## config.mk

```make
export PLATFORM = sky130hd
export DESIGN_NAME = fnd_scan_ctrl
export DESIGN_NICKNAME = d
export VERILOG_FILES = /design/src/rtl/fnd_scan_ctrl.sv
export SDC_FILE = /design/constraint.sdc
export NUM_CORES = 1
export LEC_CHECK = 0
export BUFFER_PORTS_ARGS = -buffer_cell sky130_fd_sc_hd__buf_4
export CORE_ASPECT_RATIO = 2
export CORE_MARGIN = 2
export CORE_UTILIZATION = 55
export DETAILED_ROUTE_END_ITERATION = 10
export PLACE_DENSITY = 0.78
export SLEW_MARGIN = 20
export SYNTH_ARGS = -nofsm -noshare
export SYNTH_HDL_FRONTEND = slang
export SYNTH_SLANG_ARGS = --single-unit
```

## constraint.sdc

```tcl
create_clock -name PCLK -period 3.8 [get_ports PCLK]
set_clock_uncertainty 0.15 [all_clocks]
set_input_delay 0.76 -clock PCLK [delete_from_list [all_inputs] [get_ports PCLK]]
set_output_delay 0.76 -clock PCLK [all_outputs]
set_load 0.02 [all_outputs]
```

## src/rtl/fnd_scan_ctrl.sv

```systemverilog
// 4-digit FND scan controller: valid/ready update, sequential double-dabble
// conversion, frame-boundary commit, per-slot blanking and leading-zero blanking.
module fnd_scan_ctrl #(
   parameter int TICK_DIV    = 100000,
   parameter int BLANK_CYC   = 1000,
   parameter int LZ_SUPPRESS = 1
) (
   input  logic        PCLK,
   input  logic        PRESET,
   input  logic        upd_valid,
   input  logic [15:0] upd_data,
   output logic        upd_ready,
   output logic        ovf,
   output logic [1:0]  digit_sel,
   output logic [3:0]  digit_val,
   output logic        digit_en,
   output logic [3:0]  fnd_com,
   output logic        frame_done
);

   // state    | meaning
   // ST_IDLE  | waiting for a value; ready when nothing is pending
   // ST_SHIFT | 16 add-3/shift iterations of the binary value
   // ST_DONE  | hand converted BCD to the pending register
   localparam logic [1:0] ST_IDLE  = 2'd0;
   localparam logic [1:0] ST_SHIFT = 2'd1;
   localparam logic [1:0] ST_DONE  = 2'd2;

   localparam int TW = (TICK_DIV > 1) ? $clog2(TICK_DIV) : 1;

   logic [TW-1:0] tick_cnt_q, tick_cnt_d;
   logic [1:0]    digit_sel_q, digit_sel_d;
   logic [15:0]   act_bcd_q, act_bcd_d;
   logic [15:0]   pend_bcd_q, pend_bcd_d;
   logic          pend_vld_q, pend_vld_d;
   logic [1:0]    state_q, state_d;
   logic [15:0]   bin_q, bin_d;
   logic [15:0]   bcd_q, bcd_d;
   logic [3:0]    cnt_q, cnt_d;
   logic          ovf_q, ovf_d;
   logic          frame_done_q, frame_done_d;

   logic          wrap;
   logic [15:0]   adj;
   logic          suppressed;

   assign wrap = (tick_cnt_q == TW'(TICK_DIV - 1));

   always_comb begin
      adj = bcd_q;
      for (int i = 0; i < 4; i++) begin
         if (bcd_q[4*i +: 4] >= 4'd5) adj[4*i +: 4] = bcd_q[4*i +: 4] + 4'd3;
      end
   end

   always_comb begin
      tick_cnt_d   = wrap ? '0 : tick_cnt_q + 1'b1;
      digit_sel_d  = wrap ? digit_sel_q + 2'd1 : digit_sel_q;
      frame_done_d = wrap && (digit_sel_q == 2'd3);
      act_bcd_d    = act_bcd_q;
      pend_bcd_d   = pend_bcd_q;
      pend_vld_d   = pend_vld_q;
      state_d      = state_q;
      bin_d        = bin_q;
      bcd_d        = bcd_q;
      cnt_d        = cnt_q;
      ovf_d        = ovf_q;

      // Commit looks at the old pending flag, so a DONE on the boundary waits a frame.
      if (frame_done_d && pend_vld_q) begin
         act_bcd_d  = pend_bcd_q;
         pend_vld_d = 1'b0;
      end

      case (state_q)
         ST_IDLE: begin
            if (upd_valid && upd_ready) begin
               ovf_d   = (upd_data > 16'd9999);
               bin_d   = ovf_d ? 16'd9999 : upd_data;
               bcd_d   = '0;
               cnt_d   = '0;
               state_d = ST_SHIFT;
            end
         end
         ST_SHIFT: begin
            bcd_d = {adj[14:0], bin_q[15]};
            bin_d = {bin_q[14:0], 1'b0};
            cnt_d = cnt_q + 4'd1;
            if (cnt_q == 4'd15) state_d = ST_DONE;
         end
         ST_DONE: begin
            pend_bcd_d = bcd_q;
            pend_vld_d = 1'b1;
            state_d    = ST_IDLE;
         end
         default: state_d = ST_IDLE;
      endcase
   end

   always_ff @(posedge PCLK) begin
      if (PRESET) begin
         tick_cnt_q   <= '0;
         digit_sel_q  <= '0;
         act_bcd_q    <= '0;
         pend_bcd_q   <= '0;
         pend_vld_q   <= 1'b0;
         state_q      <= ST_IDLE;
         bin_q        <= '0;
         bcd_q        <= '0;
         cnt_q        <= '0;
         ovf_q        <= 1'b0;
         frame_done_q <= 1'b0;
      end else begin
         tick_cnt_q   <= tick_cnt_d;
         digit_sel_q  <= digit_sel_d;
         act_bcd_q    <= act_bcd_d;
         pend_bcd_q   <= pend_bcd_d;
         pend_vld_q   <= pend_vld_d;
         state_q      <= state_d;
         bin_q        <= bin_d;
         bcd_q        <= bcd_d;
         cnt_q        <= cnt_d;
         ovf_q        <= ovf_d;
         frame_done_q <= frame_done_d;
      end
   end

   // A slot above the ones digit is blank when it and every higher digit are zero.
   assign suppressed = (LZ_SUPPRESS != 0) && (digit_sel_q != 2'd0) &&
                       ((act_bcd_q >> {digit_sel_q, 2'b00}) == 16'd0);

   assign upd_ready  = (state_q == ST_IDLE) && !pend_vld_q;
   assign ovf        = ovf_q;
   assign digit_sel  = digit_sel_q;
   assign digit_val  = act_bcd_q[{digit_sel_q, 2'b00} +: 4];
   assign digit_en   = (tick_cnt_q >= TW'(BLANK_CYC)) && !suppressed;
   assign fnd_com    = digit_en ? ~(4'b0001 << digit_sel_q) : 4'b1111;
   assign frame_done = frame_done_q;

endmodule
```

# Word-level counts from Yosys, hierarchy flattened
# Cells that the tools add are included.
[classes]
muxes = 17
n_eq_ne = 7
n_addsub = 7
bitwise = 1
n_reduce_logical = 17
shifts = 3
n_lt_le_gt_ge = 6
[op_table]
columns = ["op", "n"]
rows = [
  ["16-bit case mux with 2 select lines", 2],
  ["16-bit 2-to-1 mux", 3],
  ["4-bit 2-to-1 mux", 5],
  ["17-bit by 1-bit adder with 17-bit output, second input constant", 1],
  ["17-bit equality test, second input constant", 1],
  ["17-bit by 10-bit greater-or-equal comparator with 1-bit output, second input constant", 1],
  ["4-bit by 3-bit greater-or-equal comparator with 1-bit output, second input constant", 4],
  ["16-bit by 14-bit > comparator with 1-bit output, second input constant", 1],
  ["16-bit logical NOT", 1],
  ["16-bit by 5-bit indexed part select with 4-bit output", 1],
  ["16-bit by 4-bit right shift with 16-bit output", 1],
  ["4-bit by 2-bit adder with 4-bit output, second input constant", 3],
  ["4-bit case mux with 2 select lines", 1],
  ["1-bit logical AND", 6],
  ["2-bit AND reduction", 3],
  ["2-bit nonzero test", 3],
  ["4-bit by 1-bit adder with 4-bit output, second input constant", 1],
  ["2-bit equality test, second input constant", 2],
  ["4-bit equality test, second input constant", 1],
  ["2-bit 2-to-1 mux", 2],
  ["2-bit != test, second input constant", 2],
  ["4-bit inverter", 1],
  ["2-bit case mux with 2 select lines", 1],
  ["1-bit by 2-bit << shifter with 4-bit output, first input constant", 1],
  ["8 further kinds", 10],
]
[totals]
regBits = 92
inputBits = 19
out_inout_bits = 14

# Depth between registers and ports, before layout
[logic_depth]
depth_word = 6
ltp_mapped = 7

# Least setup slack after synthesis
# No wires, ideal clock.
[synth_path]
path_type = "reg2out"
startpoint = "register digit_sel_q[0] (netlist: digit_sel[0])"
endpoint = "output port digit_en"
arrival_time_ns = 2.070
slack_ns = 0.820
path_buffers = 1
path_stages_with_launch = 7
path_cell_list = "dfxtp_1 clkbuf_1 inv_1 ha_1 or4_1 a2111o_1 and2_1"
[synth_between]
elab_chain_cells = 5
word_cells_on_any_way = 6
classes_between = "1 x shift; 5 x reduce/logical"
[synth_rtl]
columns = ["item", "line_no", "text"]
rows = [
  ["start, declared", "32", "logic [1:0] digit_sel_q, digit_sel_d;"],
  ["start signal, assigned", "115", "digit_sel_q <= digit_sel_d;"],
  ["16-bit by 4-bit right shift with 16-bit output", "130", "((act_bcd_q >> {digit_sel_q, 2'b00}) == 16'd0);"],
  ["16-bit logical NOT", "130", ""],
  ["1-bit logical AND (*)", "129", "assign suppressed = (LZ_SUPPRESS != 0) && (digit_sel_q != 2'd0) &&"],
  ["1-bit logical NOT (*)", "136", "assign digit_en = (tick_cnt_q >= TW'(BLANK_CYC)) && !suppressed;"],
  ["1-bit logical AND (*)", "136", ""],
  ["end, declared", "16", "output logic digit_en,"],
]
# Every way passes the cells marked *; elsewhere a longest branch is shown, timed or not.

# Worst setup path after layout
# Ends and elaborated chain as after synthesis.

==> results.yml <==
run_status:
  outcome: "finished, final reports clean"
yosys:
  syn-instance-count: 495
  ys_top_cells_by_area: "dfxtp_1 44%, a21oi_1 6.8%, nor2_1 5.0%"
  yosys_warnings: 0
  synthFlopType: "dfxtp_1"
  synth_cell_types: 42
  ys_seq_elements: 92
  avgSynthCellArea_um2: 8.48
  syn_nets: 529
  synth_edf_count: 0
  syn_area_um2: 4200
  yosys.area.top_type: "dfxtp_1"
  ys_seq_area_share_pct: 43.9
  synth_top_area_share_pct: 43.9
  synthArstFlopShare_pct: 0
timing:
  fin_crit_ns: 3.29
  hold_viol_final: 0
  rsz0062_at_grt: "false"
  finalSetupTns_ns: 0
  fmax_ghz: 0.304
  drv_slew: 0
  worstMarginPinSlew_ns: 1.03
  slew_headroom_pct: 31.3
  post-route-period-util_pct: 86.7
  finalSetupViolCount: 0
critical_path:
  worst_ep_arrival_time_ns: 2.38
  reg2reg_depth: 5
  critPathRequiredTime_ns: 2.89
  cp-start-kind: "flip-flop"
  crit_type: "flip-flop to output port"
  end_kind: "output port"
  cp_max_fo: 8
floorplan:
  die_x_um: 65.8
  core_um2: 7490
  io_pins: 33
  die_y_um: 128
  start_util_pct: 56.0
  die-area_um2: 8390
  num_rows: 45
power:
  leakage_nw: 1.66
  peakVddDrop_v: 0.000361
  power_density_nw_per_um2: 417
clocking:
  cts_buffers: 9
  clk_path_buf_depth: 2
  clk_latency_ns: 0.34
  clock-root-buffer: "clkbuf_16"
  path_clk_slew_ns: 0.06
  hold_buffers: 0
  ctsResizeCount: 0
  htree_levels: 3
  cts_tree: "yes"
  postCtsSetupRepairBufs: 0
  clock-sinks: 92
layout:
  area_delta_synth_final_pct: 12.9
  drive_above_1_share_pct: 11.6
  finalNonFillerCells: 610
  nets: 546
  antenna_cells: 0
global_routing:
  grt_overflow_total: 0
  grt_pass1_wl_um: 15200
  grt_max_degree: 40
  antenna_found_initial: 0
  grt_pass1_vias: 3277
  track_usage_pct: 22.9
drt:
  drtAntennaViolNets: 0
  wirelength_um: 8820
  wl_per_cell_um: 14.5
  first_iter_violations: 193
  drt_pass1_iterations: 4
  viasPerCell: 5.71
  vias: 3484
  drc_errors: 0
worst_hold_path:
  holdPathStages: 2
  min_path_type: "flip-flop to flip-flop"
placement:
  gp_congestion: 0.807
  port_buffers: 32
  dp.cells: 595
  hpwl_um: 6090
job:
  cap_violations: 0
final cells by class:
class / instances / area, um2
clock buffer: 11 / 243
inverter: 18 / 67.6
sequential: 92 / 1840
multi-input combinational: 353 / 2130
tap: 94 / 118
timing repair buffer: 38 / 285
clock inverter: 4 / 50.0
fill: 685 / 2750
where the power goes:
part	internal, mW	switching, mW	total [mW]
Sequential	0.983	0.0132	0.996
Combinational	0.0403	0.0687	0.109
Clock	0.522	0.350	0.872
worst max-delay path, cell delays in order (launching register included):
cell and delay (ns):
dfxtp_1 0.55, inv_1 0.18, ha_1 0.25, or4_1 0.40
a2111o_1 0.36, and2_1 0.18, buf_4 0.15
stage by stage:
stage                     power [mW]  setup WS, ns  area (um2)  utilization [%]  hold WS, ns
after CTS                       1.99         0.486        4740             63.3        0.304
after global routing            2.05         0.360        4740             63.3        0.317
final                           1.98         0.505        4740             63.3        0.302
after floorplan                 1.09         0.820        4200                -        0.282
after detailed placement        1.13         0.851        4440             59.3        0.295
after global placement          1.12         0.938        4440             59.3        0.291
final timing paths:
path	slack, ns	end	start
setup reg to reg	1.12	tick_cnt_q[10]$_SDFF_PP0_	tick_cnt_q[0]$_SDFF_PP0_
hold / removal	0.30	bin_q[12]$_SDFFE_PP0P_	bin_q[12]$_SDFFE_PP0P_
setup / recovery	0.51	digit_en	digit_sel[0]$_SDFFE_PP0P_
hold reg to reg	0.30	bin_q[12]$_SDFFE_PP0P_	bin_q[12]$_SDFFE_PP0P_
cell usage after synthesis, types with 2 or more instances:
library cell	n
a22oi_1	10
nand2b_1	8
a22o_1	8
dfxtp_1	92
inv_1	18
nand4_1	23
nand3_1	14
buf_6	3
nor4_1	17
or4_1	2
nand2_1	49
xor2_1	6
o21ai_0	29
a21oi_1	57
ha_1	15
nor2b_1	2
clkbuf_1	25
nor2_1	56
or3_1	5
mux4_2	4
buf_1	2
mux2i_1	5
xnor2_1	15
nor3_1	12
placed cells by master (no fill, tap or decap), types with 4 or more instances in the layout:
cell type	netlist	layout
a22oi_1	10	10
mux4_2	4	4
a22o_1	8	8
nand2_1	49	49
nand4_1	23	23
dfxtp_1	92	92
nand3_1	14	14
xor2_1	6	6
buf_4	0	38
nand2b_1	8	8
inv_1	18	18
xnor2_1	15	15
ha_1	15	15
nor4_1	17	17
mux2i_1	5	5
a21oi_1	57	57
nor3_1	12	12
or3_1	5	5
nor2_1	56	56
o21ai_0	29	29
clkbuf_16	0	9
sequential cells by signal, summed over array words and instances, names as in the netlist, 2 cells and up:
register / count
act_bcd_q: 16
bcd_q: 16
pend_bcd_q: 16
digit_sel: 2
cnt_q: 4
state_q: 2
bin_q: 16
tick_cnt_q: 17
layer usage:
layer,track usage [%],routed length (um),part of all wire (%)
met1,31.0,3950,45
met2,36.7,4440,50
met3,4.23,305,3.5
met4,7.35,116,1.3
met5,0,0,0
cells by family after synthesis:
| logic type | share of synthesized area (%) |
|---|---|
| AND/OR/NAND/NOR | 23.3 |
| flip-flops | 43.9 |
| buffers and inverters | 5.31 |
| XOR/XNOR | 4.38 |
| adder cells (fa/ha/maj) | 4.47 |
| AO/OA/AOI/OAI | 15.3 |
| multiplexers | 3.34 |
Note: power is estimated with default switching activity, not from simulation.
